--- src/rtl/t5_pkg.sv ---
// rtl/t5_pkg.sv - shared CLINT register offsets, hart-id width, ack states and byte-lane merge helper
package t5_pkg;

    localparam logic [15:0] T5_CLINT_MSIP     = 16'h0000;
    localparam logic [15:0] T5_CLINT_MTIMECMP = 16'h4000;
    localparam logic [15:0] T5_CLINT_MTIME    = 16'hBFF8;
    localparam int          T5_HART_W         = 2;

    typedef enum logic {
        ST_IDLE = 1'b0,
        ST_ACK  = 1'b1
    } t5_ack_state_e;

    // Replace only the bytes whose lane enable is set.
    function automatic logic [31:0] byte_merge(input logic [31:0] old_w,
                                               input logic [31:0] new_w,
                                               input logic [3:0]  sel);
        logic [31:0] res;
        for (int i = 0; i < 4; i++) begin
            res[8*i +: 8] = sel[i] ? new_w[8*i +: 8] : old_w[8*i +: 8];
        end
        return res;
    endfunction

endpackage

--- src/rtl/t5_clint_cmp.sv ---
// rtl/t5_clint_cmp.sv - one hart's mtimecmp register pair and registered timer-interrupt compare
//
// Ports:
//   clk_i, rst_i        clock, asynchronous active-high reset
//   we_lo_i, we_hi_i    write strobe for the low / high mtimecmp word
//   wdata_i, sel_i      write data and byte lane enables
//   mtime_i             current mtime value
//   mtimecmp_o          current mtimecmp value (for read-back)
//   mtip_o              registered (mtime >= mtimecmp)
module t5_clint_cmp
    import t5_pkg::*;
(
    input  logic        clk_i,
    input  logic        rst_i,
    input  logic        we_lo_i,
    input  logic        we_hi_i,
    input  logic [31:0] wdata_i,
    input  logic [3:0]  sel_i,
    input  logic [63:0] mtime_i,
    output logic [63:0] mtimecmp_o,
    output logic        mtip_o
);

    logic [63:0] cmp_q, cmp_d;
    logic        mtip_q;

    always_comb begin
        cmp_d = cmp_q;
        if (we_lo_i) cmp_d[31:0]  = byte_merge(cmp_q[31:0],  wdata_i, sel_i);
        if (we_hi_i) cmp_d[63:32] = byte_merge(cmp_q[63:32], wdata_i, sel_i);
    end

    always_ff @(posedge clk_i or posedge rst_i) begin
        if (rst_i) begin
            cmp_q  <= 64'hFFFF_FFFF_FFFF_FFFF;
            mtip_q <= 1'b0;
        end else begin
            cmp_q  <= cmp_d;
            // Compares the pre-edge values, so mtip trails a change by one cycle.
            mtip_q <= (mtime_i >= cmp_q);
        end
    end

    assign mtimecmp_o = cmp_q;
    assign mtip_o     = mtip_q;

endmodule

--- src/rtl/t5_clint.sv ---
// rtl/t5_clint.sv - core-local interruptor: mtime, per-hart mtimecmp/msip, bus responder (optional T5_CLINT_PRESCALE_EN)
//
// Ports:
//   sys_clk, sys_rst    clock, asynchronous active-high reset
//   wbs_adr             word address [31:2]; only [15:2] decoded
//   wbs_dti, wbs_sel    write data and byte lane enables
//   wbs_wre, wbs_stb    write/read select and transfer request
//   wbs_dto, wbs_ack    registered read data and one-cycle acknowledge
//   mtip, msip          per-hart timer and software interrupt lines
// Macro T5_CLINT_PRESCALE_EN: mtime advances once every DIV cycles.
module t5_clint
    import t5_pkg::*;
#(
    parameter int NHART = 4,
    parameter int DIV   = 1
) (
    input  logic             sys_clk,
    input  logic             sys_rst,
    input  logic [29:0]      wbs_adr,
    input  logic [31:0]      wbs_dti,
    input  logic [3:0]       wbs_sel,
    input  logic             wbs_wre,
    input  logic             wbs_stb,
    output logic [31:0]      wbs_dto,
    output logic             wbs_ack,
    output logic [NHART-1:0] mtip,
    output logic [NHART-1:0] msip
);

    t5_ack_state_e state_q;
    logic          ack_q;
    logic [31:0]   dto_q;
    logic [63:0]   mtime_q, mtime_d;
    logic [NHART-1:0] msip_q;
    logic [63:0]   cmp_val [NHART];
    logic [31:0]   rdata;
    logic          tick;

    // Upper address bits are outside the decoded window.
    logic unused_adr;
    assign unused_adr = ^wbs_adr[29:14];

    logic [15:0]          off;
    logic                 req, wr, hi;
    logic                 sel_msip, sel_cmp, sel_mtime, mtime_wr;
    logic [T5_HART_W-1:0] hart_msip, hart_cmp;

    assign off       = {wbs_adr[13:0], 2'b00};
    assign req       = wbs_stb && (state_q == ST_IDLE);
    assign wr        = req && wbs_wre;
    assign hi        = off[2];
    assign sel_msip  = (off[15:4] == T5_CLINT_MSIP[15:4]);
    assign sel_cmp   = (off[15:5] == T5_CLINT_MTIMECMP[15:5]);
    assign sel_mtime = (off[15:3] == T5_CLINT_MTIME[15:3]);
    assign hart_msip = off[3:2];
    assign hart_cmp  = off[4:3];
    assign mtime_wr  = wr && sel_mtime;

`ifdef T5_CLINT_PRESCALE_EN
    logic [31:0] presc_q;

    assign tick = (presc_q == 32'(DIV - 1));

    // A write to mtime restarts the divide period so the next step is a full DIV away.
    always_ff @(posedge sys_clk or posedge sys_rst) begin
        if (sys_rst) begin
            presc_q <= 32'd0;
        end else if (mtime_wr || tick) begin
            presc_q <= 32'd0;
        end else begin
            presc_q <= presc_q + 32'd1;
        end
    end
`else
    assign tick = 1'b1;
`endif

    // A bus write replaces the increment for that cycle; unwritten bytes keep the old value.
    always_comb begin
        mtime_d = mtime_q + {63'd0, tick};
        if (mtime_wr) begin
            if (hi) mtime_d = {byte_merge(mtime_q[63:32], wbs_dti, wbs_sel), mtime_q[31:0]};
            else    mtime_d = {mtime_q[63:32], byte_merge(mtime_q[31:0], wbs_dti, wbs_sel)};
        end
    end

    always_ff @(posedge sys_clk or posedge sys_rst) begin
        if (sys_rst) begin
            mtime_q <= 64'd0;
        end else begin
            mtime_q <= mtime_d;
        end
    end

    always_ff @(posedge sys_clk or posedge sys_rst) begin
        if (sys_rst) begin
            msip_q <= '0;
        end else begin
            for (int h = 0; h < NHART; h++) begin
                if (wr && sel_msip && hart_msip == T5_HART_W'(h) && wbs_sel[0]) begin
                    msip_q[h] <= wbs_dti[0];
                end
            end
        end
    end

    for (genvar g = 0; g < NHART; g++) begin : g_cmp
        t5_clint_cmp u_cmp (
            .clk_i      (sys_clk),
            .rst_i      (sys_rst),
            .we_lo_i    (wr && sel_cmp && hart_cmp == T5_HART_W'(g) && !hi),
            .we_hi_i    (wr && sel_cmp && hart_cmp == T5_HART_W'(g) && hi),
            .wdata_i    (wbs_dti),
            .sel_i      (wbs_sel),
            .mtime_i    (mtime_q),
            .mtimecmp_o (cmp_val[g]),
            .mtip_o     (mtip[g])
        );
    end

    // Harts at or above NHART never match and therefore read as zero.
    always_comb begin
        rdata = 32'd0;
        for (int h = 0; h < NHART; h++) begin
            if (sel_msip && hart_msip == T5_HART_W'(h)) rdata = {31'd0, msip_q[h]};
            if (sel_cmp && hart_cmp == T5_HART_W'(h))   rdata = hi ? cmp_val[h][63:32] : cmp_val[h][31:0];
        end
        if (sel_mtime) rdata = hi ? mtime_q[63:32] : mtime_q[31:0];
    end

    // Ack state machine; a request is taken only from IDLE, giving one idle cycle between acks.
    always_ff @(posedge sys_clk or posedge sys_rst) begin
        if (sys_rst) begin
            state_q <= ST_IDLE;
            ack_q   <= 1'b0;
            dto_q   <= 32'd0;
        end else begin
            case (state_q)
                ST_IDLE: begin
                    if (wbs_stb) begin
                        state_q <= ST_ACK;
                        ack_q   <= 1'b1;
                        dto_q   <= wbs_wre ? 32'd0 : rdata;
                    end
                end
                ST_ACK: begin
                    state_q <= ST_IDLE;
                    ack_q   <= 1'b0;
                    dto_q   <= 32'd0;
                end
                default: begin
                    state_q <= ST_IDLE;
                    ack_q   <= 1'b0;
                    dto_q   <= 32'd0;
                end
            endcase
        end
    end

    assign wbs_ack = ack_q;
    assign wbs_dto = dto_q;
    assign msip    = msip_q;

endmodule

--- config.mk ---
export PLATFORM = sky130hd
export DESIGN_NAME = t5_clint
export DESIGN_NICKNAME = d
export VERILOG_FILES = /design/src/rtl/t5_pkg.sv /design/src/rtl/t5_clint_cmp.sv /design/src/rtl/t5_clint.sv
export SDC_FILE = /design/constraint.sdc
export NUM_CORES = 1
export LEC_CHECK = 0
export CORE_MARGIN = 2
export CORE_UTILIZATION = 50
export DETAILED_ROUTE_END_ITERATION = 16
export PLACE_DENSITY = 0.68
export RECOVER_POWER = 100
export SLEW_MARGIN = 0
export SYNTH_ARGS = -nofsm -noshare
export SYNTH_HDL_FRONTEND = slang
export SYNTH_SLANG_ARGS = --single-unit
--- constraint.sdc ---
create_clock -name sys_clk -period 13.8 [get_ports sys_clk]
set_clock_uncertainty 0.05 [all_clocks]
set_input_delay 3.45 -clock sys_clk [delete_from_list [all_inputs] [get_ports sys_clk]]
set_output_delay 3.45 -clock sys_clk [all_outputs]
set_load 0.03 [all_outputs]
==> flow_summary.toml, run 1 <==
[outcome]
status = "complete, but fails checks"
violations = "capacitance limit, slew limit"

[global_route]
grt_pass1_vias = 20300
antenna_found_initial = 3
grt_usage_pct = 30.4
grt_max_degree = 85
grt_overflow = 0
grt_first_pass_wirelength_um = 116000

[critical_path]
r2r_cells = 8
crit_slowest_cell = "clkbuf_1"
worstPathMaxFanout = 58
required_ns = 14.23
crit_arrival_ns = 9.78
cp-end-kind = "register"
path_cells = "dlygate4sd3_1 -> nand3b_1 -> or4_1 -> clkbuf_1 -> or2_2 -> clkbuf_1 -> nand4_1 -> nor3_1 -> nor3_1 -> a211oi_1"
rr_startpoint = "mtime_q[22]$_DFFE_PP0P_"
r2r_end = "g_cmp[1].u_cmp.mtip_o$_DFF_PP0_"
slowest_delay_ns = 1.85
rrSetupSlack_ns = 9.51
start_kind = "input port"
critical_path_class = "in -> reg"

[layout]
n_fill_cell = 4230
regArea_um2 = 9380
fin_util_pct = 55.9
multi_input_area_um2 = 12900
nNetsFinal = 3015
area_growth_syn_to_layout_pct = 11.2
final_layout_size_suffix_gt1_share_pct = 15.2
fin_cells = 3337
n_antenna_cell = 0

[floorplan]
rows = 80
die_w_um = 222
die-area_um2 = 49500
core_area_um2 = 47400
initial_core_util_pct = 50.3
io_pins = 111
die_y_um = 222

[logic_synthesis]
synth-async-reset-ratio_pct = 100
synth_nets = 2997
syn_area_um2 = 23900
avgSynthCellArea_um2 = 8.94
ys_types = 64
synth_ff_type = "dfstp_2"
ys_ff_latch = 362
seq_area_frac_synth_pct = 39.3
synth-edff-count = 0
synth_cells = 2670
yosys_warnings = 0

[sta]
finalHoldViolations = 0
fin_setup_tns_ns = 0
period_share_pct = 67.8
hold_slack_ns = 0.422
worst_pin_slew_ns = 3.49
fin_crit_ns = 9.35
max_freq_mhz = 107
drv_slew = 381
relSlewSlack_pct = -134
setup_viol_count_final = 0
rsz0062_at_grt = "no"

[power_and_ir_drop]
pwr-share-clk_pct = 48.3
ir_drop_uv = 70.7
intPower_mw = 1.85
cellLeakagePower_nw = 12.8
swShare_pct = 24.9
power.density_nw_per_um2 = 92.9
p_sw_mw = 0.614
comb_power_share_pct = 6.7
seqPwrFrac_pct = 45.1

[routing]
drtIter0Drc = 1837
vias = 20400
wirelength_um = 75400
wire_per_inst_um = 22.6
drc = 0
antenna_left = 0
viasPerCell = 6.10
dr.pass1.iters = 5

[clock_network]
clk_path_buf_depth = 3
cts_sinks = 362
ctsRootBufferMaster = "clkbuf_16"
h-tree-depth = 2
cts_buffers = 42
cts_hold_buf = 0
clock_latency_ns = 0.59
cts.clk_slew.worst_paths_ns = 0.06
cts_tree = "done"
ctsResizeCount = 0
cts_setup_buffers = 0

[place]
place_congestion = 0.919
dp_hpwl_um = 52700
placedCellCount = 3259
io_buffers = 94

[worst_hold_path]
holdPathEnd = "wbs_dto[31]$_DFFE_PP0P_"
hold_class = "reg -> reg"
hp-start = "wbs_dto[31]$_DFFE_PP0P_"
worstHoldPathCells = 2

[flow_run]
cap_violations = 9
## final cells by class
| type | instances | share of cell area, % |
|---|---|---|
| Clock buffer | 70 | 5.05 |
| Inverter | 268 | 3.80 |
| Clock inverter | 8 | 0.443 |
| Tap cell | 615 | 2.90 |
| Multi-Input combinational cell | 1904 | 48.5 |
| Timing Repair Buffer | 110 | 3.92 |
| Sequential cell | 362 | 35.3 |
## per-layer routing
layer	GRT usage (%)	share of wire, %	vias to the layer above
li1	-	-	9489
met1	40.6	42	9881
met2	49.2	46	793
met3	4.21	7.2	202
met4	14.0	4.7	2
met5	0	0.013	-
## worst max-delay path by stage
stage / start / endpoint / slack (ns)
2_1_floorplan: sys_rst / g_cmp[0].u_cmp.mtip_o$_DFF_PP0_ / 0.68
3_3_place_gp: wbs_adr[0] / g_cmp[1].u_cmp.mtimecmp_o[49]$_DFFE_PP1P_ / 6.67
3_5_place_dp: wbs_adr[0] / g_cmp[1].u_cmp.mtimecmp_o[52]$_DFFE_PP1P_ / 6.51
4_1_cts: wbs_adr[0] / g_cmp[1].u_cmp.mtimecmp_o[52]$_DFFE_PP1P_ / 7.18
5_1_grt: wbs_adr[12] / mtime_q[63]$_DFFE_PP0P_ / 4.29
6_report: wbs_adr[12] / mtime_q[63]$_DFFE_PP0P_ / 4.45
## cells in the final DEF (no fill, tap or decap), types with 21 or more instances in the layout
master,count
dfrtp_1,106
o21ai_0,292
nor2_1,194
nand3_1,68
inv_1,267
clkbuf_1,21
dfstp_2,256
clkbuf_16,46
ha_1,257
mux2i_1,160
dlygate4sd3_1,45
nor3_1,67
nand2_1,314
nand4_1,54
and3_1,27
a21oi_1,101
clkdlybuf4s50_1,48
o22ai_1,73
a211oi_1,46
mux2_2,68
## cells by family (layout without fill, tap and decap cells)
logic type,count (synthesis),after routing,share of synthesized area [%]
flops,362,362,39.3
simple gates,798,798,15.3
mux,228,228,9.92
fa+ha+maj,257,257,13.5
compound gates,621,621,15.4
buf+inv,404,456,6.57
## power groups by stage
stage / combinational [mW] / sequential (mW) / clock (mW)
2_1_floorplan: 0.104 / 1.11 / 0
3_3_place_gp: 0.159 / 1.13 / 0
3_5_place_dp: 0.163 / 1.13 / 0
4_1_cts: 0.164 / 1.11 / 1.20
5_1_grt: 0.180 / 1.11 / 1.24
6_report: 0.164 / 1.11 / 1.19
## cells in the mapped netlist (69+ instances only)
| master | n | share of area, % |
|---|---|---|
| a21oi_1 | 101 | 2.1 |
| clkbuf_1 | 86 | 1.4 |
| dfrtp_1 | 106 | 11 |
| dfstp_2 | 256 | 28 |
| ha_1 | 257 | 13 |
| inv_1 | 268 | 4.2 |
| mux2i_1 | 160 | 6.7 |
| nand2_1 | 314 | 4.9 |
| nand3_1 | 69 | 1.4 |
| nor2_1 | 182 | 2.9 |
| o21ai_0 | 292 | 6.1 |
| o22ai_1 | 73 | 1.9 |
## registers in the layout (all words and copies together), names as in the netlist
| name | count |
|---|---|
| g_cmp.u_cmp.mtip_o | 4 |
| msip | 4 |
| state_q | 1 |
| g_cmp.u_cmp.mtimecmp_o | 256 |
| wbs_dto | 32 |
| mtime_q | 64 |
| wbs_ack | 1 |
## critical path, delay by kind of cell
family	cells	cell delay, ns
buffers and inverters	3	4.27
AOI/OAI and AO/OA	1	0.23
and+or+nand+nor	6	1.79
## per-stage QoR
step	cell area (um2)	worst slack (ns)	power, mW
floorplan	23900	0.677	1.21
global placement	25200	6.67	1.28
CTS	26600	7.18	2.47
detailed placement	25200	6.51	1.29
global route	26500	4.29	2.53
finish	26500	4.45	2.46
No activity file was read; power rests on OpenSTA's default activity.
==> run 2: changes to the inputs <==
- PLACE_DENSITY: 0.68 -> 0.65
- clock period: 13.8 -> 9.5 ns (I/O delays scaled with it)
==> flow_summary.toml, run 2 (same netlist as run 1, synthesis figures left out) <==
[routing]
dr.pass1.iters = 8
vias = 20500
antenna_left = 0
wirelength_um = 77100
drc = 0
viasPerCell = 6.14
wire_per_inst_um = 23.1
drtIter0Drc = 1689

[global_route]
grt_overflow = 0
grt_pass1_vias = 20100
use_met2_pct = 49.3
grtUsageMet1_pct = 41.4
gr-max-usage-layer = "met2"
grt_usage_pct = 31.1
antenna_found_initial = 4
grtUsageMet3_pct = 5.57
grt_first_pass_wirelength_um = 118000
grt_max_degree = 82

[sta]
worst_pin_slew_ns = 3.10
finalHoldViolations = 0
drv_slew = 423
setup_viol_count_final = 0
hold_slack_ns = 0.423
rsz0062_at_grt = "no"
fin_crit_ns = 6.97
relSlewSlack_pct = -107
fin_setup_tns_ns = 0
max_freq_mhz = 144
period_share_pct = 73.3
fin_ws_ns = 2.53

[critical_path]
rr_startpoint = "mtime_q[23]$_DFFE_PP0P_"
required_ns = 9.93
start_kind = "input port"
cp-end-kind = "register"
worstPathMaxFanout = 30
rrSetupSlack_ns = 5.10
r2r_end = "g_cmp[1].u_cmp.mtip_o$_DFF_PP0_"
r2r_cells = 8
crit_arrival_ns = 7.40
critical_path_class = "in -> reg"

[clock_network]
clk_path_buf_depth = 3
cts_buffers = 44
ctsRootBufferMaster = "clkbuf_16"
ctsResizeCount = 0
cts.clk_slew.worst_paths_ns = 0.06
cts_sinks = 362
cts_setup_buffers = 0
cts_tree = "done"
h-tree-depth = 2
clock_latency_ns = 0.59
cts_hold_buf = 0

[worst_hold_path]
hold_class = "reg -> reg"
worstHoldPathCells = 2
hp-start = "wbs_dto[29]$_DFFE_PP0P_"
holdPathEnd = "wbs_dto[29]$_DFFE_PP0P_"

[layout]
final_cell_mix = "nand2_1, o21ai_0, inv_1, ha_1, dfstp_2"
n_antenna_cell = 0
n_fill_cell = 4321
fin_cells = 3343
area_growth_syn_to_layout_pct = 11.5
final_layout_size_suffix_gt1_share_pct = 15.5
nNetsFinal = 3021
largest_register_ffs = 256
final_common_cell = "nand2_1"

[floorplan]
die_w_um = 222
core_area_um2 = 47400
io_pins = 111
die-area_um2 = 49500
die_y_um = 222
rows = 80
initial_core_util_pct = 50.3

[power_and_ir_drop]
intPower_mw = 2.73
ir_drop_uv = 103
p_sw_mw = 0.912
cellLeakagePower_nw = 12.9
swShare_pct = 25.1
power.density_nw_per_um2 = 137
pwr-share-clk_pct = 49.1
finalPower_mw = 3.64
comb_power_share_pct = 6.6
seqPwrFrac_pct = 44.3

[place]
dp_worst_setup_slack_ns = 3.63
io_buffers = 94
place_congestion = 0.938
placedCellCount = 3263
dp_hpwl_um = 54300

[outcome]
status = "complete, but fails checks"
violations = "capacitance limit, slew limit"

[flow_run]
cap_violations = 11
[run 2: routing by layer]
layer	up-vias	share of wire, %
li1	9511	-
met1	9971	42
met2	829	45
met3	196	7.4
met4	4	4.9
met5	-	0.034
[run 2: critical path: stages]
cell           delay [ns]
dlygate4sd3_1        0.56
or4_1                0.52
nor4_1               1.05
nand2_1              0.62
clkbuf_1             0.88
nor2_1               1.11
nand2_1              0.10
o21ai_0              0.12
[run 2: metrics by stage]
stage               area [um2]  util [%]
finish                   26600      56.1
detailed placement       25200      53.1
global placement         25200      53.1
floorplan                23900         -
CTS                      26700      56.3
global route             26600      56.1
[run 2: power by group through the flow]
| stage | sequential, mW | combinational (mW) | clock (mW) |
|---|---|---|---|
| finish | 1.61 | 0.240 | 1.79 |
| global route | 1.61 | 0.262 | 1.87 |
| CTS | 1.61 | 0.242 | 1.81 |
| detailed placement | 1.63 | 0.240 | 0 |
| global placement | 1.63 | 0.234 | 0 |
| floorplan | 1.61 | 0.151 | 0 |
[run 2: how the worst max path moves through the flow]
stage | start | to | slack (ns) | depth (start not counted)
finish | wbs_adr[8] | g_cmp[2].u_cmp.mtimecmp_o[15]$_DFFE_PP1P_ | 2.53 | 8
global route | wbs_adr[8] | g_cmp[2].u_cmp.mtimecmp_o[8]$_DFFE_PP1P_ | 2.24 | 8
global placement | wbs_adr[7] | g_cmp[2].u_cmp.mtimecmp_o[13]$_DFFE_PP1P_ | 3.72 | 7
detailed placement | wbs_adr[7] | g_cmp[2].u_cmp.mtimecmp_o[14]$_DFFE_PP1P_ | 3.63 | 7
CTS | wbs_adr[7] | g_cmp[2].u_cmp.mtimecmp_o[15]$_DFFE_PP1P_ | 4.25 | 7
floorplan | sys_rst | g_cmp[0].u_cmp.mtip_o$_DFF_PP0_ | 2.43 | 1
[run 2: layout make-up]
cell class | count | area, um2 | share of cell area (%)
Clock buffer | 62 | 1290 | 4.85
Clock inverter | 18 | 229 | 0.860
Inverter | 268 | 1010 | 3.78
Multi-Input combinational cell | 1904 | 12900 | 48.4
Sequential cell | 362 | 9380 | 35.2
Tap cell | 615 | 769 | 2.89
Timing Repair Buffer | 114 | 1060 | 3.99
==> run 3: changes to the inputs <==
- PLACE_DENSITY: 0.65 -> 0.68
- clock period: 9.5 -> 5.8 ns (I/O delays scaled with it)
==> flow_summary.toml, run 3 (same netlist as run 1, synthesis figures left out) <==
[outcome]
status = "complete, but fails checks"
violations = "capacitance limit, slew limit"

[clock_network]
cts_setup_buffers = 0
ctsRootBufferMaster = "clkbuf_16"
cts_hold_buf = 0
ctsResizeCount = 0
cts.clk_slew.worst_paths_ns = 0.06
h-tree-depth = 2
cts_buffers = 43
cts_tree = "done"
clk_path_buf_depth = 3
clock_latency_ns = 0.58
cts_sinks = 362

[layout]
largest_register_ffs = 256
area_growth_syn_to_layout_pct = 11.3
final_layout_size_suffix_gt1_share_pct = 15.5
final_cell_mix = "nand2_1, o21ai_0, inv_1, ha_1, dfstp_2"
nNetsFinal = 3025
final_common_cell = "nand2_1"

[global_route]
grt_usage_pct = 30.5
grt_overflow = 0
antenna_found_initial = 3
grt_max_degree = 119
grt_pass1_vias = 20300
grt_first_pass_wirelength_um = 116000

[critical_path]
cp-end-kind = "register"
required_ns = 6.18
crit_arrival_ns = 5.08
critical_path_class = "in -> reg"
start_kind = "input port"
worstPathMaxFanout = 19

[routing]
wl_met1_um = 31500
wirelength_um = 75300
drtIter0Drc = 1933
viasPerCell = 6.11
route.met3.wl_um = 5600
wl_met2_um = 34700
dr.pass1.iters = 6
highest_layer = "met4"
vias = 20500
antenna_left = 0
drc = 0
wire_per_inst_um = 22.5

[place]
place_congestion = 0.931
io_buffers = 94
dp_hpwl_um = 53700

[sta]
fin_setup_tns_ns = 0
worst_pin_slew_ns = 1.95
setup_viol_count_final = 0
max_freq_mhz = 213
hold_slack_ns = 0.420
relSlewSlack_pct = -30.3
rsz0062_at_grt = "no"
finalHoldViolations = 0
period_share_pct = 81.1
fin_crit_ns = 4.70
drv_slew = 114

[floorplan]
die_w_um = 222
die_y_um = 222
io_pins = 111
core_area_um2 = 47400
rows = 80
initial_core_util_pct = 50.3
die-area_um2 = 49500

[flow_run]
cap_violations = 2

[power_and_ir_drop]
power.density_nw_per_um2 = 216
cellLeakagePower_nw = 12.8
finalPower_mw = 5.75
ir_drop_uv = 235

[worst_hold_path]
hold_class = "reg -> reg"
## run 3: cell types whose count changed in the layout (fill, tap and decap cells not counted), moves of 2 or more
cell       change
clkbuf_1       +3
clkbuf_8       -2
bufinv_16      -3
buf_4          +5
diode_2        +2
buf_12         +2
## run 3: routing by layer
layer | global-route usage (%) | vias to the layer above
li1 | - | 9518
met1 | 40.4 | 9996
met2 | 49.2 | 769
met3 | 4.40 | 196
met4 | 14.5 | 0
met5 | 0 | -
## run 3: critical path, stage by stage
cell	delay (ns)
dlygate4sd3_1	0.72
nand3b_1	0.15
or4_1	0.66
or2_0	0.75
buf_4	0.37
and2_0	0.32
nand3_1	0.27
o211ai_1	0.23
o311ai_0	0.15
## run 3: stage by stage
stage / setup WS [ns] / cells / cell area (um2) / utilization [%]
after floorplan: -0.345 / 2670 / 23900 / -
after global placement: 1.00 / 3268 / 25300 / 53.2
after detailed placement: 0.962 / 3268 / 25300 / 53.2
after CTS: 1.55 / 3347 / 26600 / 56.2
after global routing: 0.709 / 3347 / 26600 / 56.0
final: 1.10 / 3349 / 26600 / 56.0
## run 3: path summary, 6_finish.rpt
check / from / end / slack [ns] / depth (start not counted)
setup / recovery: wbs_adr[12] / mtime_q[56]$_DFFE_PP0P_ / 1.10 / 9
hold / removal: wbs_dto[1]$_DFFE_PP0P_ / wbs_dto[1]$_DFFE_PP0P_ / 0.42 / 2
setup reg to reg: mtime_q[0]$_DFFE_PP0P_ / g_cmp[1].u_cmp.mtip_o$_DFF_PP0_ / 2.00 / 9
hold reg to reg: wbs_dto[1]$_DFFE_PP0P_ / wbs_dto[1]$_DFFE_PP0P_ / 0.42 / 2
max in group asynchronous: sys_rst / wbs_dto[27]$_DFFE_PP0P_ / 1.39 / 3
min in group asynchronous: sys_rst / wbs_dto[20]$_DFFE_PP0P_ / 1.72 / 2
## run 3: cell type report
cell class / count / area [um2]
diodes: 2 / 5.00
clock buffers: 65 / 1260
clock inverters: 14 / 128
fillers: 4321 / 20900
inverters: 268 / 1010
multi-input cells: 1904 / 12900
flip-flops and latches: 362 / 9380
well taps: 615 / 769
repair buffers: 119 / 1130
## run 3: report_power, final
part | switching [mW] | internal, mW | total (mW)
logic | 0.253 | 0.139 | 0.391
registers | 0.0849 | 2.56 | 2.64
clock network | 1.12 | 1.59 | 2.71
